**src/rtl/bits_pkg.sv**
```systemverilog
// rtl/bits_pkg.sv - default parameters, clog2 helper and FSM states shared by bit_unpacker and bit_fifo
package bits_pkg;

  localparam int DEF_DATA_W  = 32;
  localparam int DEF_DEPTH   = 16;
  localparam int DEF_MAX_LEN = 15;

  function automatic int clog2(input int value);
    int result;
    result = 0;
    for (int i = 0; i < 31; i++) begin
      if ((1 << i) < value) result = i + 1;
    end
    return result;
  endfunction

  typedef enum logic {
    IDLE = 1'b0,
    WAIT = 1'b1
  } state_t;

endpackage

```
**src/rtl/bit_fifo.sv**
```systemverilog
// rtl/bit_fifo.sv - word FIFO with first-word fall-through read; pushes while full are dropped
module bit_fifo
  import bits_pkg::*;
#(
  parameter int DATA_W = DEF_DATA_W,
  parameter int DEPTH  = DEF_DEPTH,
  parameter int PTR_W  = clog2(DEPTH),
  parameter int CNT_W  = clog2(DEPTH + 1)
) (
  input  logic              clock,
  input  logic              reset,
  input  logic              push,
  input  logic [DATA_W-1:0] push_data,
  input  logic              pop,
  output logic [DATA_W-1:0] pop_data,
  output logic              full,
  output logic              empty,
  output logic [CNT_W-1:0]  count
);

  logic [DATA_W-1:0] mem [DEPTH];
  logic [PTR_W-1:0]  wr_ptr;
  logic [PTR_W-1:0]  rd_ptr;
  logic              do_push;
  logic              do_pop;

  // A push is refused whenever full, even if a pop frees a slot this cycle.
  assign full     = (count == CNT_W'(DEPTH));
  assign empty    = (count == '0);
  assign do_push  = push && !full;
  assign do_pop   = pop && !empty;
  assign pop_data = mem[rd_ptr];

  always_ff @(posedge clock) begin
    if (do_push) mem[wr_ptr] <= push_data;
  end

  always_ff @(posedge clock or negedge reset) begin
    if (!reset) begin
      wr_ptr <= '0;
      rd_ptr <= '0;
      count  <= '0;
    end else begin
      if (do_push) wr_ptr <= wr_ptr + 1'b1;
      if (do_pop)  rd_ptr <= rd_ptr + 1'b1;
      count <= count + CNT_W'(do_push) - CNT_W'(do_pop);
    end
  end

endmodule

```
**src/rtl/bit_unpacker.sv**
```systemverilog
// rtl/bit_unpacker.sv - bitstream unpacker top; BIT_UNPACKER_LSB_FIRST_EN selects LSB-first bit order
module bit_unpacker
  import bits_pkg::*;
#(
  parameter int DATA_W  = DEF_DATA_W,
  parameter int DEPTH   = DEF_DEPTH,
  parameter int MAX_LEN = DEF_MAX_LEN,
  parameter int LEN_W   = clog2(MAX_LEN + 1)
) (
  input  logic               clock,
  input  logic               reset,
  input  logic               pushin,
  input  logic [DATA_W-1:0]  datain,
  input  logic               reqin,
  input  logic [LEN_W-1:0]   reqlen,
  output logic               pushout,
  output logic [LEN_W-1:0]   lenout,
  output logic [MAX_LEN-1:0] dataout,
  output logic               busy,
  output logic               full,
  output logic               err
);

  localparam int ACC_W  = DATA_W + MAX_LEN;
  localparam int CNT_W  = clog2(ACC_W + 1);
  localparam int FCNT_W = clog2(DEPTH + 1);

  state_t             state;
  state_t             state_n;
  logic [ACC_W-1:0]   acc;
  logic [ACC_W-1:0]   acc_n;
  logic [ACC_W-1:0]   rem;
  logic [CNT_W-1:0]   acc_cnt;
  logic [CNT_W-1:0]   acc_cnt_n;
  logic [CNT_W-1:0]   rem_cnt;
  logic [CNT_W-1:0]   cons_cnt;
  logic [LEN_W-1:0]   len_q;
  logic [LEN_W-1:0]   req_len;
  logic [LEN_W-1:0]   cons_len;
  logic               do_consume;
  logic               do_refill;
  logic [MAX_LEN-1:0] extract;
  logic [DATA_W-1:0]  fifo_data;
  logic               fifo_empty;
  logic [FCNT_W-1:0]  fifo_count;
  logic               unused_count;

  function automatic logic [ACC_W-1:0] low_mask(input logic [CNT_W-1:0] n);
    return (ACC_W'(1) << n) - ACC_W'(1);
  endfunction

  bit_fifo #(
    .DATA_W (DATA_W),
    .DEPTH  (DEPTH)
  ) u_fifo (
    .clock     (clock),
    .reset     (reset),
    .push      (pushin),
    .push_data (datain),
    .pop       (do_refill),
    .pop_data  (fifo_data),
    .full      (full),
    .empty     (fifo_empty),
    .count     (fifo_count)
  );

  assign unused_count = ^fifo_count;
  assign busy         = (state == WAIT);

  // A request that already fits is consumed on acceptance so pushout follows one cycle later.
  always_comb begin
    req_len    = ((LEN_W+1)'(reqlen) > (LEN_W+1)'(MAX_LEN)) ? LEN_W'(MAX_LEN) : reqlen;
    state_n    = state;
    do_consume = 1'b0;
    cons_len   = '0;
    case (state)
      IDLE: begin
        if (reqin) begin
          if (acc_cnt >= CNT_W'(req_len)) begin
            do_consume = 1'b1;
            cons_len   = req_len;
          end else begin
            state_n = WAIT;
          end
        end
      end
      WAIT: begin
        if (acc_cnt >= CNT_W'(len_q)) begin
          do_consume = 1'b1;
          cons_len   = len_q;
          state_n    = IDLE;
        end
      end
      default: state_n = IDLE;
    endcase
  end

  // Valid bits sit right-justified in acc; the oldest bits are at the top (MSB-first) or bottom (LSB-first).
  always_comb begin
    cons_cnt  = CNT_W'(cons_len);
    rem_cnt   = acc_cnt - cons_cnt;
    do_refill = (acc_cnt <= CNT_W'(MAX_LEN)) && !fifo_empty;
`ifdef BIT_UNPACKER_LSB_FIRST_EN
    extract = MAX_LEN'(acc & low_mask(cons_cnt));
    rem     = acc >> cons_cnt;
    acc_n   = do_refill ? (rem | (ACC_W'(fifo_data) << rem_cnt)) : rem;
`else
    extract = MAX_LEN'((acc >> rem_cnt) & low_mask(cons_cnt));
    rem     = acc & low_mask(rem_cnt);
    acc_n   = do_refill ? ((rem << DATA_W) | ACC_W'(fifo_data)) : rem;
`endif
    acc_cnt_n = rem_cnt + (do_refill ? CNT_W'(DATA_W) : '0);
  end

  always_ff @(posedge clock or negedge reset) begin
    if (!reset) begin
      state   <= IDLE;
      acc     <= '0;
      acc_cnt <= '0;
      len_q   <= '0;
      pushout <= 1'b0;
      lenout  <= '0;
      dataout <= '0;
      err     <= 1'b0;
    end else begin
      state   <= state_n;
      acc     <= acc_n;
      acc_cnt <= acc_cnt_n;
      if (state == IDLE && reqin) len_q <= req_len;
      pushout <= do_consume;
      if (do_consume) begin
        lenout  <= cons_len;
        dataout <= extract;
      end
      if (pushin && full) err <= 1'b1;
    end
  end

endmodule

```
**config.mk**
```make
export PLATFORM = sky130hd
export DESIGN_NAME = bit_unpacker
export DESIGN_NICKNAME = d
export VERILOG_FILES = /design/src/rtl/bits_pkg.sv /design/src/rtl/bit_fifo.sv /design/src/rtl/bit_unpacker.sv
export SDC_FILE = /design/constraint.sdc
export NUM_CORES = 1
export LEC_CHECK = 0
export ABC_CLOCK_PERIOD_IN_PS = 11000
export CORE_ASPECT_RATIO = 1.4
export CORE_UTILIZATION = 49
export DETAILED_ROUTE_END_ITERATION = 6
export HOLD_SLACK_MARGIN = 0.15
export PLACE_DENSITY_LB_ADDON = 0.08
export SYNTH_ARGS = -nofsm -noshare
export SYNTH_HDL_FRONTEND = slang
export SYNTH_HIERARCHICAL = 1
export SYNTH_SLANG_ARGS = --single-unit
export TNS_END_PERCENT = 20
```
**constraint.sdc**
```tcl
create_clock -name clock -period 11 [get_ports clock]
set_clock_uncertainty 0.05 [all_clocks]
set_input_delay 1.65 -clock clock [delete_from_list [all_inputs] [get_ports clock]]
set_output_delay 1.65 -clock clock [all_outputs]
set_load 0.03 [all_outputs]
```
Yosys cells after proc, flatten, opt, wreduce, memory -nomap -nowiden --
Memories as Yosys holds them, arrays and structs flattened. Index checks and enable logic that the tools add are counted.
Cells by class: add/subtract/negate cells 8, $lt $le $gt $ge 3, equal/unequal tests 1, shift-type cells 3, multiplexer cells 16, bitwise logic cells 4, reductions and logical operators 8
Operators by type and width (number):
- 47-bit bitwise AND | 1
- 47-bit two-way mux | 1
- 47-bit by 32-bit OR with 47-bit output | 1
- 1-bit by 6-bit << shifter with 47-bit output, first input constant | 1
- 47-bit by 6-bit right shift with 15-bit output | 1
- 47-bit by 2-bit subtractor with 47-bit output, second input constant | 1
- 15-bit bitwise AND | 1
- 1-bit by 4-bit << shifter with 15-bit output, first input constant | 1
- 15-bit by 2-bit subtractor with 15-bit output, second input constant | 1
- 6-bit by 4-bit >= comparator with 1-bit output | 2
- 4-bit two-way mux | 3
- 4-bit by 1-bit adder with 4-bit output, second input constant | 2
- 1-bit two-way mux | 8
- 4-bit case mux with 2 select lines | 1
- 6-bit adder | 1
- 6-bit by 4-bit less-or-equal comparator with 1-bit output, second input constant | 1
- 6-bit two-way mux | 1
- 6-bit by 4-bit subtractor with 6-bit output | 1
- 5-bit by 1-bit adder with 5-bit output | 1
- 5-bit equality test, second input constant | 1
- 1-bit logical AND | 5
- 5-bit zero test | 1
- 5-bit by 1-bit subtractor with 5-bit output | 1
- 1-bit case mux with 2 select lines | 2
- 2 further kinds | 3
Storage, ports and cells: bits in registers 92, RAM bits 512, input bits 40, word-level logic and storage cells 55, memories 1
Memories:
- u_fifo.mem | words 16, width 32, read ports 1, clocked after Yosys merged registers in 0, write ports 1, line bit_fifo.sv:21 | logic [DATA_W-1:0] mem [DEPTH];

Logic depth before layout (Yosys ltp) --
depth in word-level cells 10, depth in mapped cells 23, gate-level depth less buffers 21

Cells and area by module --
The synthesis kept the hierarchy.
By module, submodules not included:
- bit_fifo | times used 1, cells an instance 1006, area an instance 20404.6 um^2, seq. area each 15700.1 um^2
- bit_unpacker | times used 1, cells an instance 760, area an instance 6578.8 um^2, seq. area each 1976.9 um^2

Least setup slack after synthesis --
OpenSTA, ideal clock, no wires.
path type input -> register, start in reqlen[2], end reg acc[46], library setup time 0.087 ns, arrival 5.974 ns, data required time 10.863 ns, slack 4.890 ns, stages 20, path through inv_1 -> ha_1 -> a21o_1 -> a31oi_1 -> o22ai_1 -> a22oi_1 -> inv_1 -> ha_1 -> fa_1 -> xor2_1 -> buf_4 -> buf_1 -> nand2_1 -> or3_1 -> ha_1 -> clkbuf_1 -> and2_1 -> o41ai_1 -> nand2_1 -> o211ai_1
Between the ends: word-level cells in the longest chain between the ends 10
Ends and longest elaborated chain:
- start: declaration | line bit_unpacker.sv:15 | input logic [LEN_W-1:0] reqlen,
- 6-bit by 4-bit >= comparator with 1-bit output (*) | line bit_unpacker.sv:79 | if (acc_cnt >= CNT_W'(req_len)) begin
- 4-bit two-way mux (*) | line bit_unpacker.sv:79
- 4-bit two-way mux (*) | line bit_unpacker.sv:78 | if (reqin) begin
- 4-bit case mux with 2 select lines (*) | line bit_unpacker.sv:76 | case (state)
- named net cons_len[0] | line bit_unpacker.sv:39 | logic [LEN_W-1:0] cons_len;
- 6-bit by 4-bit subtractor with 6-bit output (*) | line bit_unpacker.sv:101 | rem_cnt = acc_cnt - cons_cnt;
- 1-bit by 6-bit << shifter with 47-bit output (*) | line bit_unpacker.sv:49 | return (ACC_W'(1) << n) - ACC_W'(1);
- 47-bit by 2-bit subtractor with 47-bit output (*) | line bit_unpacker.sv:49
- 47-bit bitwise AND (*) | line bit_unpacker.sv:109 | rem = acc & low_mask(rem_cnt);
- 47-bit by 32-bit OR with 47-bit output | line bit_unpacker.sv:110 | acc_n = do_refill ? ((rem << DATA_W) | ACC_W'(fifo_data)) : rem;
- 47-bit two-way mux (*) | line bit_unpacker.sv:110
- named net acc_n[46] | line bit_unpacker.sv:31 | logic [ACC_W-1:0] acc_n;
- end signal: assignment | line bit_unpacker.sv:127 | acc <= acc_n;
- end: declaration | line bit_unpacker.sv:30 | logic [ACC_W-1:0] acc;
Mark *: on every way through the listed nets, which the timed path passes. The rest lies on a longest branch. A chain may end at the register's enable or synchronous reset.

Worst setup path after layout --
start in reqlen[2], end reg acc[30]
Between the ends: word-level cells in the longest chain between the ends 9
Ends and longest elaborated chain (line):
- 6-bit by 4-bit >= comparator with 1-bit output | bit_unpacker.sv:79
- 4-bit two-way mux | bit_unpacker.sv:79
- 4-bit two-way mux | bit_unpacker.sv:78
- 4-bit case mux with 2 select lines | bit_unpacker.sv:76
- named net cons_len[0] | bit_unpacker.sv:39
- 6-bit by 4-bit subtractor with 6-bit output | bit_unpacker.sv:101
- 1-bit by 6-bit << shifter with 47-bit output | bit_unpacker.sv:49
- 47-bit by 2-bit subtractor with 47-bit output | bit_unpacker.sv:49
- 47-bit bitwise AND | bit_unpacker.sv:109
- 47-bit two-way mux | bit_unpacker.sv:110
- named net acc_n[30] | bit_unpacker.sv:31
The timed path passes the listed nets, and every way through them passes these cells.

==> results.json <==
{
  "grt_pass1_vias": 16200,
  "core_area_sq_mm": 0.0543,
  "relSlewSlack_pct": 25.1,
  "io_buffers": 62,
  "ys.flop_type": "edfxtp_1",
  "synth_common_cells": "edfxtp_1, mux2i_1, nand2_1",
  "yosys.area_share.simple_pct": 5.58,
  "detail-route-antenna-nets": 0,
  "htree_levels": 2,
  "yosysSeqAreaShare_pct": 65.5,
  "totalWireLength_um": 70900,
  "wl_per_cell_um": 27.5,
  "ys_types": 80,
  "worst_slew_pin_slew_ns": 1.12,
  "finalSetupTns_ns": 0,
  "cts_root_buf": "clkbuf_16",
  "synthMuxAreaShare_pct": 14.8,
  "yosys_warnings": 6,
  "startpoint_type": "input pin",
  "chipWidth_um": 200,
  "hold_start": "err",
  "status": "complete, no violations",
  "netlist_area_sq_mm": 0.0270,
  "grt_use_total_pct": 25.5,
  "critPathMaxStageDelay_ns": 0.68,
  "antenna_found_initial": 2,
  "dieArea_sq_mm": 0.0560,
  "cts_setup_buffers": 0,
  "fmaxAchievable_ghz": 0.134,
  "crit_family": "simple AND/OR/NAND/NOR gates",
  "drcViolationCount": 0,
  "rsz0062_at_grt": "false",
  "cts_max_path_buffers": 3,
  "grt_max_degree": 121,
  "fillers": 4340,
  "synth_top_family_by_area": "multiplexers",
  "cts-resized-gates": 0,
  "initialDrtViolationCount": 927,
  "fin_crit_sh_pct": 67.7,
  "synth_top_cell_area_share_pct": 57.0,
  "criticalPathCategory": "in2reg",
  "hold_violations": 0,
  "hold_end": "err",
  "setup_viol": 0,
  "std_cell_rows": 101,
  "hold_slack_ns": 0.415,
  "yosysMostFrequentCell": "edfxtp_1",
  "synth-xor-area-share_pct": 0.714,
  "async_flop_share_pct": 15.2,
  "cp.required_ns": 11.41,
  "worst_r2r_startpoint": "acc_cnt[2]",
  "holdCritPathClass": "reg2reg",
  "n_antenna_cell": 0,
  "r2r-end": "acc[30]",
  "cts-buffers-inserted": 56,
  "synth-seq-cells": 604,
  "start_util_pct": 49.7,
  "netlist_instances": 1766,
  "endpoint_kind": "flip-flop",
  "syn2layout_area_growth_pct": 11.4,
  "synthAdderAreaFrac_pct": 1.31,
  "place.gp.congestion": 0.935,
  "synth_edf_count": 512,
  "whs_path_depth": 1,
  "gr-total-overflow": 0,
  "grt_pass1_wl_um": 105000,
  "cts_tree": "yes",
  "synth_fp_nets": 1833,
  "path_max_fanout": 70,
  "maxCapViolations": 0,
  "synth_area_leaders": "edfxtp_1, dfrtp_1, mux4_2",
  "synth_compound_area_share_pct": 8.97,
  "maxSlewViolCount": 0,
  "clkLatencyLatePin_ns": 0.62,
  "finalCriticalPeriod_ns": 7.44,
  "vias": 16000,
  "drt-pass1-iter-count": 5,
  "drive_gt1_share_pct": 14.5,
  "cts.sinks": 604,
  "clk_pin_slew_worst_paths_ns": 0.06,
  "r2r_slack_ns": 4.70,
  "worst_path_max_delay_cell": "buf_4",
  "cts_hold_buf": 0,
  "yosys.area.top_type": "edfxtp_1",
  "cp.buffers_inverters": 4,
  "via_per_inst": 6.22,
  "path_cells": "clkdlybuf4s50_1 > inv_1 > ha_1 > a21o_1 > a31oi_1 > o22ai_1 > a22oi_1 > inv_1 > ha_2 > fa_2 > buf_4 > nand2_1 > or3_1 > ha_1 > nand4_1 > mux2_2 > o21ai_0 > o21ai_0",
  "reg2reg_depth": 16,
  "dp_hpwl_um": 41200,
  "crit_arrival_ns": 7.85,
  "syn_area_per_cell_sq_um": 15.3,
  "pin_count": 63,
  "die_h_um": 280,
  "nets": 1871
}
[flip-flops by register name, indices dropped and copies added (netlist names)]
register / flops
u_fifo/count: 5
u_fifo/wr_ptr: 4
busy: 1
len_q: 4
err: 1
u_fifo/rd_ptr: 4
pushout: 1
acc_cnt: 6
dataout: 15
acc: 47
u_fifo/mem: 512
lenout: 4
[worst max-delay path by stage]
stage,start,to,slack (ns),depth (start not counted)
finish,reqlen[2],acc[30],3.56,18
global route,reqlen[2],acc[30],3.20,22
CTS,reqlen[2],acc[30],3.62,22
detailed placement,reqlen[2],acc[30],3.01,22
global placement,reqlen[2],acc[44],3.06,21
floorplan,reqlen[2],acc[46],4.89,20
[area by class of cell]
type / count / area, sq um / area share, %
Clock buffer: 67 / 1480 / 4.92
Tap cell: 721 / 902 / 3.00
Timing Repair Buffer: 99 / 908 / 3.02
Clock inverter: 39 / 380 / 1.27
Multi-Input combinational cell: 1006 / 8560 / 28.5
Sequential cell: 604 / 17700 / 58.9
Inverter: 37 / 139 / 0.462
[per-layer routing]
layer	track usage, %	vias up	part of all wire (%)
li1	-	7071	-
met1	32.6	8385	41
met2	45.4	410	52
met3	3.13	124	4.1
met4	7.63	4	2.8
met5	0	-	0.038
[through the flow]
step / setup WS [ns] / cells / utilization, % / instance area, sq um
2_1_floorplan: 4.89 / 1766 / - / 27000
3_3_place_gp: 3.06 / 2467 / 51.9 / 28200
3_5_place_dp: 3.01 / 2467 / 51.9 / 28200
4_1_cts: 3.62 / 2573 / 55.3 / 30100
6_report: 3.56 / 2573 / 55.3 / 30100
5_1_grt: 3.20 / 2573 / 55.3 / 30100
[placed cells by master, fill, tap and decap left out, types with 11 or more instances in the layout]
master,count
mux2_2,12
dfrtp_1,89
clkdlybuf4s50_1,61
buf_4,37
o21ai_0,92
a22oi_1,37
xnor2_1,11
a22o_1,11
clkinv_2,12
inv_1,30
nand3_1,18
a31oi_1,15
edfxtp_1,512
nor2_1,51
clkbuf_16,57
a211oi_1,12
o22ai_1,16
nand2_1,156
mux4_2,86
ha_1,24
nor3_1,14
mux2i_1,186
clkinv_1,13
a221oi_1,64
nor2b_1,13
a21oi_1,41
[logic make-up after synthesis]
group | count (synthesis)
flip-flops | 604
adder cells (fa/ha/maj) | 27
buffers and inverters | 156
AO/OA/AOI/OAI | 351
multiplexers | 286
XOR/XNOR | 19
AND/OR/NAND/NOR | 323
Power is left out: the tool's default activity adds up to more than one toggle a clock period on the data nets, which glitch-free logic cannot reach.
